$ cat config.mk
export PLATFORM = sky130hd
export DESIGN_NAME = rf_wb_arbiter
export DESIGN_NICKNAME = d
export VERILOG_FILES = /design/src/rtl/rf_pkg.sv /design/src/rtl/rr_picker.sv /design/src/rtl/rf_wb_arbiter.sv
export SDC_FILE = /design/constraint.sdc
export NUM_CORES = 1
export LEC_CHECK = 0
export ABC_AREA = 1
export CAP_MARGIN = 20
export CORE_UTILIZATION = 39
export CTS_CLUSTER_DIAMETER = 40
export DETAILED_ROUTE_END_ITERATION = 16
export GPL_ROUTABILITY_DRIVEN = 0
export PLACE_DENSITY = 0.86
export SETUP_SLACK_MARGIN = 0.1
export SLEW_MARGIN = 0
export SYNTH_ARGS = -nofsm -noshare
export SYNTH_HDL_FRONTEND = slang
export SYNTH_SLANG_ARGS = --single-unit
$ cat constraint.sdc
create_clock -name clk -period 3 [get_ports clk]
set_input_delay 0.6 -clock clk [delete_from_list [all_inputs] [get_ports clk]]
set_output_delay 0.6 -clock clk [all_outputs]
set_load 0.02 [all_outputs]
$ cat src/rtl/rf_pkg.sv
// rf_pkg: shared definitions for the register-file writeback arbiter.
//   - default geometry (requester count, register index width, data width)
//   - requester-index type and the named requester slots
package rf_pkg;

    localparam int RF_NUM_REQ = 4;
    localparam int RF_ADDR_W  = 5;
    localparam int RF_DATA_W  = 32;

    localparam int RF_REQ_IDX_W = $clog2(RF_NUM_REQ);

    typedef logic [RF_REQ_IDX_W-1:0] req_idx_t;

    localparam req_idx_t REQ_ALU = req_idx_t'(0);
    localparam req_idx_t REQ_LSU = req_idx_t'(1);
    localparam req_idx_t REQ_MUL = req_idx_t'(2);
    localparam req_idx_t REQ_CSR = req_idx_t'(3);

endpackage

$ cat src/rtl/rr_picker.sv
// rr_picker: combinational round-robin search.
// Starting at ptr and moving upward with wrap, the first set bit of valid wins.
// Ports:
//   valid  in   N      candidate requests
//   ptr    in   IW     search start position (0..N-1)
//   grant  out  N      one-hot-or-zero winner
//   idx    out  IW     index of the winner (0 when none)
//   found  out  1      a winner exists
module rr_picker
    import rf_pkg::*;
#(
    parameter int N = RF_NUM_REQ,
    localparam int IW = $clog2(N)
) (
    input  logic [N-1:0]  valid,
    input  logic [IW-1:0] ptr,
    output logic [N-1:0]  grant,
    output logic [IW-1:0] idx,
    output logic          found
);

    int              pos;
    logic [IW-1:0]   pos_idx;

    always_comb begin
        grant   = '0;
        idx     = '0;
        found   = 1'b0;
        pos     = 0;
        pos_idx = '0;
        for (int k = 0; k < N; k++) begin
            // ptr < N, so one subtraction is enough to wrap
            pos = int'(ptr) + k;
            if (pos >= N) pos = pos - N;
            pos_idx = IW'(pos);
            if (!found && valid[pos_idx]) begin
                found        = 1'b1;
                grant[pos_idx] = 1'b1;
                idx          = pos_idx;
            end
        end
    end

endmodule

$ cat src/rtl/rf_wb_arbiter.sv
// rf_wb_arbiter: shares the register file write port among NUM_REQ writeback
// requesters with round-robin arbitration; the winner is registered and
// presented on the write port one cycle after the handshake.
// Build option: RF_WB_X0_DROP_EN -- requests with rd=0 are acknowledged at once
// (outside arbitration and wb_hold) and never produce a write.
// Ports:
//   clk          in   1                  clock
//   reset        in   1                  async active-high reset
//   wb_hold      in   1                  block all grants this cycle
//   req_valid    in   NUM_REQ            per-requester request
//   req_rd       in   NUM_REQ*ADDR_W     packed destination indices
//   req_data     in   NUM_REQ*DATA_W     packed write data
//   req_ready    out  NUM_REQ            grant (combinational)
//   RegWrite_En  out  1                  registered write enable
//   rd           out  ADDR_W             registered destination index
//   Write_Data   out  DATA_W             registered write data
//   grant_id     out  $clog2(NUM_REQ)    registered winner index
module rf_wb_arbiter
    import rf_pkg::*;
#(
    parameter int NUM_REQ = RF_NUM_REQ,
    parameter int ADDR_W  = RF_ADDR_W,
    parameter int DATA_W  = RF_DATA_W,
    localparam int IDX_W  = $clog2(NUM_REQ)
) (
    input  logic                      clk,
    input  logic                      reset,
    input  logic                      wb_hold,
    input  logic [NUM_REQ-1:0]        req_valid,
    input  logic [NUM_REQ*ADDR_W-1:0] req_rd,
    input  logic [NUM_REQ*DATA_W-1:0] req_data,
    output logic [NUM_REQ-1:0]        req_ready,
    output logic                      RegWrite_En,
    output logic [ADDR_W-1:0]         rd,
    output logic [DATA_W-1:0]         Write_Data,
    output logic [IDX_W-1:0]          grant_id
);

    logic [IDX_W-1:0]   ptr;
    logic [NUM_REQ-1:0] arb_valid;
    logic [NUM_REQ-1:0] drop_ready;
    logic [NUM_REQ-1:0] pick_grant;
    logic [IDX_W-1:0]   pick_idx;
    logic               pick_found;
    logic               xfer;
    logic [ADDR_W-1:0]  win_rd;
    logic [DATA_W-1:0]  win_data;
    logic [IDX_W-1:0]   ptr_next;

`ifdef RF_WB_X0_DROP_EN
    logic [NUM_REQ-1:0] rd_zero;

    always_comb begin
        rd_zero = '0;
        for (int i = 0; i < NUM_REQ; i++) begin
            rd_zero[i] = (req_rd[i*ADDR_W +: ADDR_W] == '0);
        end
    end

    // x0 writes are swallowed here and kept out of the round-robin entirely
    assign drop_ready = req_valid & rd_zero;
    assign arb_valid  = req_valid & ~rd_zero;
`else
    assign drop_ready = '0;
    assign arb_valid  = req_valid;
`endif

    rr_picker #(.N(NUM_REQ)) u_picker (
        .valid (arb_valid),
        .ptr   (ptr),
        .grant (pick_grant),
        .idx   (pick_idx),
        .found (pick_found)
    );

    assign xfer      = pick_found & ~wb_hold;
    assign req_ready = reset ? '0 : ((xfer ? pick_grant : '0) | drop_ready);

    always_comb begin
        win_rd   = '0;
        win_data = '0;
        for (int i = 0; i < NUM_REQ; i++) begin
            if (pick_grant[i]) begin
                win_rd   = req_rd[i*ADDR_W +: ADDR_W];
                win_data = req_data[i*DATA_W +: DATA_W];
            end
        end
    end

    assign ptr_next = (pick_idx == IDX_W'(NUM_REQ - 1)) ? '0 : pick_idx + 1'b1;

    always_ff @(posedge clk or posedge reset) begin
        if (reset) begin
            ptr         <= '0;
            RegWrite_En <= 1'b0;
            rd          <= '0;
            Write_Data  <= '0;
            grant_id    <= '0;
        end else begin
            RegWrite_En <= xfer;
            if (xfer) begin
                ptr        <= ptr_next;
                rd         <= win_rd;
                Write_Data <= win_data;
                grant_id   <= pick_idx;
            end
        end
    end

endmodule
==> flow_summary_export.csv <==
group,metric,value,unit
logic_synthesis,synth-xor-area-share,0.2514,%
logic_synthesis,synthSimpleGateAreaFrac,27.33,%
finish,antenna_cells,0,
sta,fin_ws,0.1808,ns
floorplan,die_h,96.51,um
logic_synthesis,synth_area_leaders,"dfrtp_1 (30%), a21oi_1 (19%), nand2_1 (12%)",
min_path,worst_hold_path_type,"reg -> reg",
logic_synthesis,synth.area.mux_share,0,%
global_route,grt_max_degree,75,
sta,hold_viol,0,
route,drt_iter0_drc,180,
finish,drive_gt1_share,11.41,%
critical_path,endpoint_kind,"output port",
finish,fin_util,65.11,%
floorplan,rows,34,
logic_synthesis,yosysTopAreaCellShare,30.17,%
power,fin_total_pwr,7.444,mW
global_route,antenna_found_initial,0,
route,first_pass_iters,4,
global_route,grt_pass1_vias,3686,
route,wl_met3,1030,um
sta,maxSlewHeadroom,48.92,%
logic_synthesis,syn_inst,510,
run_status,status,"finished clean",
sta,rsz0062_at_grt,"true",
cts,cts-buffers-inserted,5,
cts,cts_tree,"yes",
cts,clock-root-buffer,"clkbuf_8",
power,ir_drop,859.1,uV
logic_synthesis,synth_seq_cells,42,
cts,clkLatencyLatePin,0.30,ns
critical_path,cp.arrival,2.22,ns
global_route,grt_overflow,0,
logic_synthesis,ys_seq_area_share,30.17,%
sta,finalClockSkew,0.01468,ns
sta,max_freq,0.3547,GHz
placed_design,dpl.hpwl,8700,um
placed_design,preCtsSetupSlack,-0.2652,ns
route,wl_per_cell,15.15,um
route,vias,4180,
sta,period_share,93.97,%
logic_synthesis,netlist_area,0.003483,mm2
cts,postCtsHoldBufs,0,
logic_synthesis,synth_edf_count,0,
sta,final-setup-viol-count,0,
sta,fin_crit,2.819,ns
route,detail-route-antenna-nets,0,
logic_synthesis,syn_area_per_cell,6.830,um2
critical_path,worst_r2r_path_depth,13,
min_path,holdPathStages,2,
finish,syn_to_final_growth,62.21,%
logic_synthesis,synth_compound_area_share,26.19,%
cts,cts.sinks,42,
floorplan,fp.dieW,96.51,um
power,p_leak,2.594,nW
route,wl_met2,5998,um
logic_synthesis,synth_flop_cell,"dfrtp_1",
sta,holdWs,0.5068,ns
cts,cts.clk_slew.worst_paths,0.10,ns
critical_path,path_class,"reg -> out",
finish,final_nets,862,
logic_synthesis,syn-num-nets,672,
global_route,grt_first_pass_wirelength,17480,um
logic_synthesis,synth_top_family_by_area,"simple AND/OR/NAND/NOR gates",
power,power_density,1317,mW/mm2
global_route,track_usage,24.41,%
route,drc,0,
floorplan,initial_core_util,40.14,%
floorplan,dieArea,0.009313,mm2
critical_path,critPathRequiredTime,2.40,ns
route,wl_met1,4861,um
logic_synthesis,yosysUniqueCellTypes,33,
route,top_layer,"met4",
logic_synthesis,ys_warn_count,0,
logic_synthesis,synth.most_common_cell,"a21oi_1",
placed_design,port_buffers,198,
sta,finalMaxSlewViolations,0,
logic_synthesis,yosys.area.top_type,"dfrtp_1",
sta,worst_pin_slew,0.7662,ns
cts,h-tree-depth,2,
run,cap_viol_max_count,0,
logic_synthesis,synthAdderAreaFrac,2.514,%
critical_path,path_max_fanout,13,
cts,clockBufferDepth,2,
floorplan,coreArea,0.008678,mm2
logic_synthesis,synthTopCellsByCount,"a21oi_1 (130), nand2_1 (107), inv_1 (50), dfrtp_1 (42), nand3_1 (42)",
floorplan,ioPinCount,199,
route,totalWireLength,12250,um
logic_synthesis,async_flop_share,100.0,%
critical_path,critPathLaunchType,"flip-flop",
route,via_per_inst,5.167,
power breakdown:
group          leakage, nW  switching (mW)  total (mW)  internal, mW
Combinational         2.05            3.68        5.96          2.28
Sequential           0.488           0.146        1.03         0.887
Clock               0.0579           0.208       0.454         0.245
Total                 2.59            4.03        7.44          3.41
cells by family after synthesis:
| kind of cell | after synthesis |
|---|---|
| AOI/OAI and AO/OA | 161 |
| xor gates and xnor gates | 1 |
| adders and majority gates | 7 |
| buffers and inverters | 89 |
| DFF | 42 |
| and+or+nand+nor | 210 |
registers in the layout (all words and copies together) (netlist names), named ones only:
name         flops
rd               5
Write_Data      32
grant_id         2
ptr              1
RegWrite_En      1
placed cells by master (no fill, tap or decap), types with 2 or more instances in the layout:
master and n:
buf_12 2, clkdlybuf4s50_1 193, clkinv_2 2, buf_2 3, nand3_1 42, nor2_4 2
a21oi_2 20, nand2_1 106, inv_2 2, o21ai_0 2, o211ai_1 2, buf_4 18
clkbuf_8 5, nand2_2 7, nor2_1 38, a21boi_2 2, dfrtp_1 42, inv_1 49
ha_1 6, nand2_4 3, nand3_2 4, a21oi_1 130, nand4_1 4
repair_timing:
action,4_1_cts,5_1_grt
setup endpoints to repair,4,41
gates resized for setup,14,11
hold endpoints to repair,0,0
setup buffers,2,2
pin swaps,1,6
stage by stage:
stage          cells  area (um2)  TNS [ns]
2_1_floorplan    510        3483         0
3_3_place_gp     797        5494    -1.750
3_5_place_dp     797        5494    -4.732
4_1_cts          807        5637         0
5_1_grt          809        5650         0
6_report         809        5650         0
critical path, cell delays in order, from the launching register on:
cell,delay [ns]
dfrtp_1,0.42
buf_4,0.14
buf_4,0.18
nand2_1,0.11
nand2_2,0.08
nand2_4,0.08
nand2_4,0.08
buf_12,0.14
nor2_4,0.17
nand2_1,0.13
nand4_4,0.11
nand2_1,0.06
inv_1,0.05
buf_2,0.16
cell type report:
cell class | count | area, um2
Inverter | 53 | 209.0
Fill cell | 756 | 3028
Timing Repair Buffer | 219 | 2151
Multi-Input combinational cell | 379 | 1996
Sequential cell | 42 | 1051
Tap cell | 108 | 135.1
Clock inverter | 3 | 40.04
Clock buffer | 5 | 68.82
per-layer routing:
layer,global-route usage (%),vias to the layer above
met5,0,-
met4,10.42,0
met3,4.695,27
met2,44.13,186
met1,27.86,1909
li1,-,2058
final timing paths:
path,from,to,slack [ns]
worst max-delay path,flip-flop,req_ready[3],0.18
worst min-delay path,grant_id[1]$_DFFE_PP0N_,grant_id[1]$_DFFE_PP0N_,0.51
worst max register to register,flip-flop,Write_Data[26]$_DFFE_PP0N_,0.26
worst min register to register,grant_id[1]$_DFFE_PP0N_,grant_id[1]$_DFFE_PP0N_,0.51
max in group asynchronous,reset,Write_Data[0]$_DFFE_PP0N_,1.79
min in group asynchronous,reset,Write_Data[10]$_DFFE_PP0N_,0.65
Power figures use the tool's default switching activity.
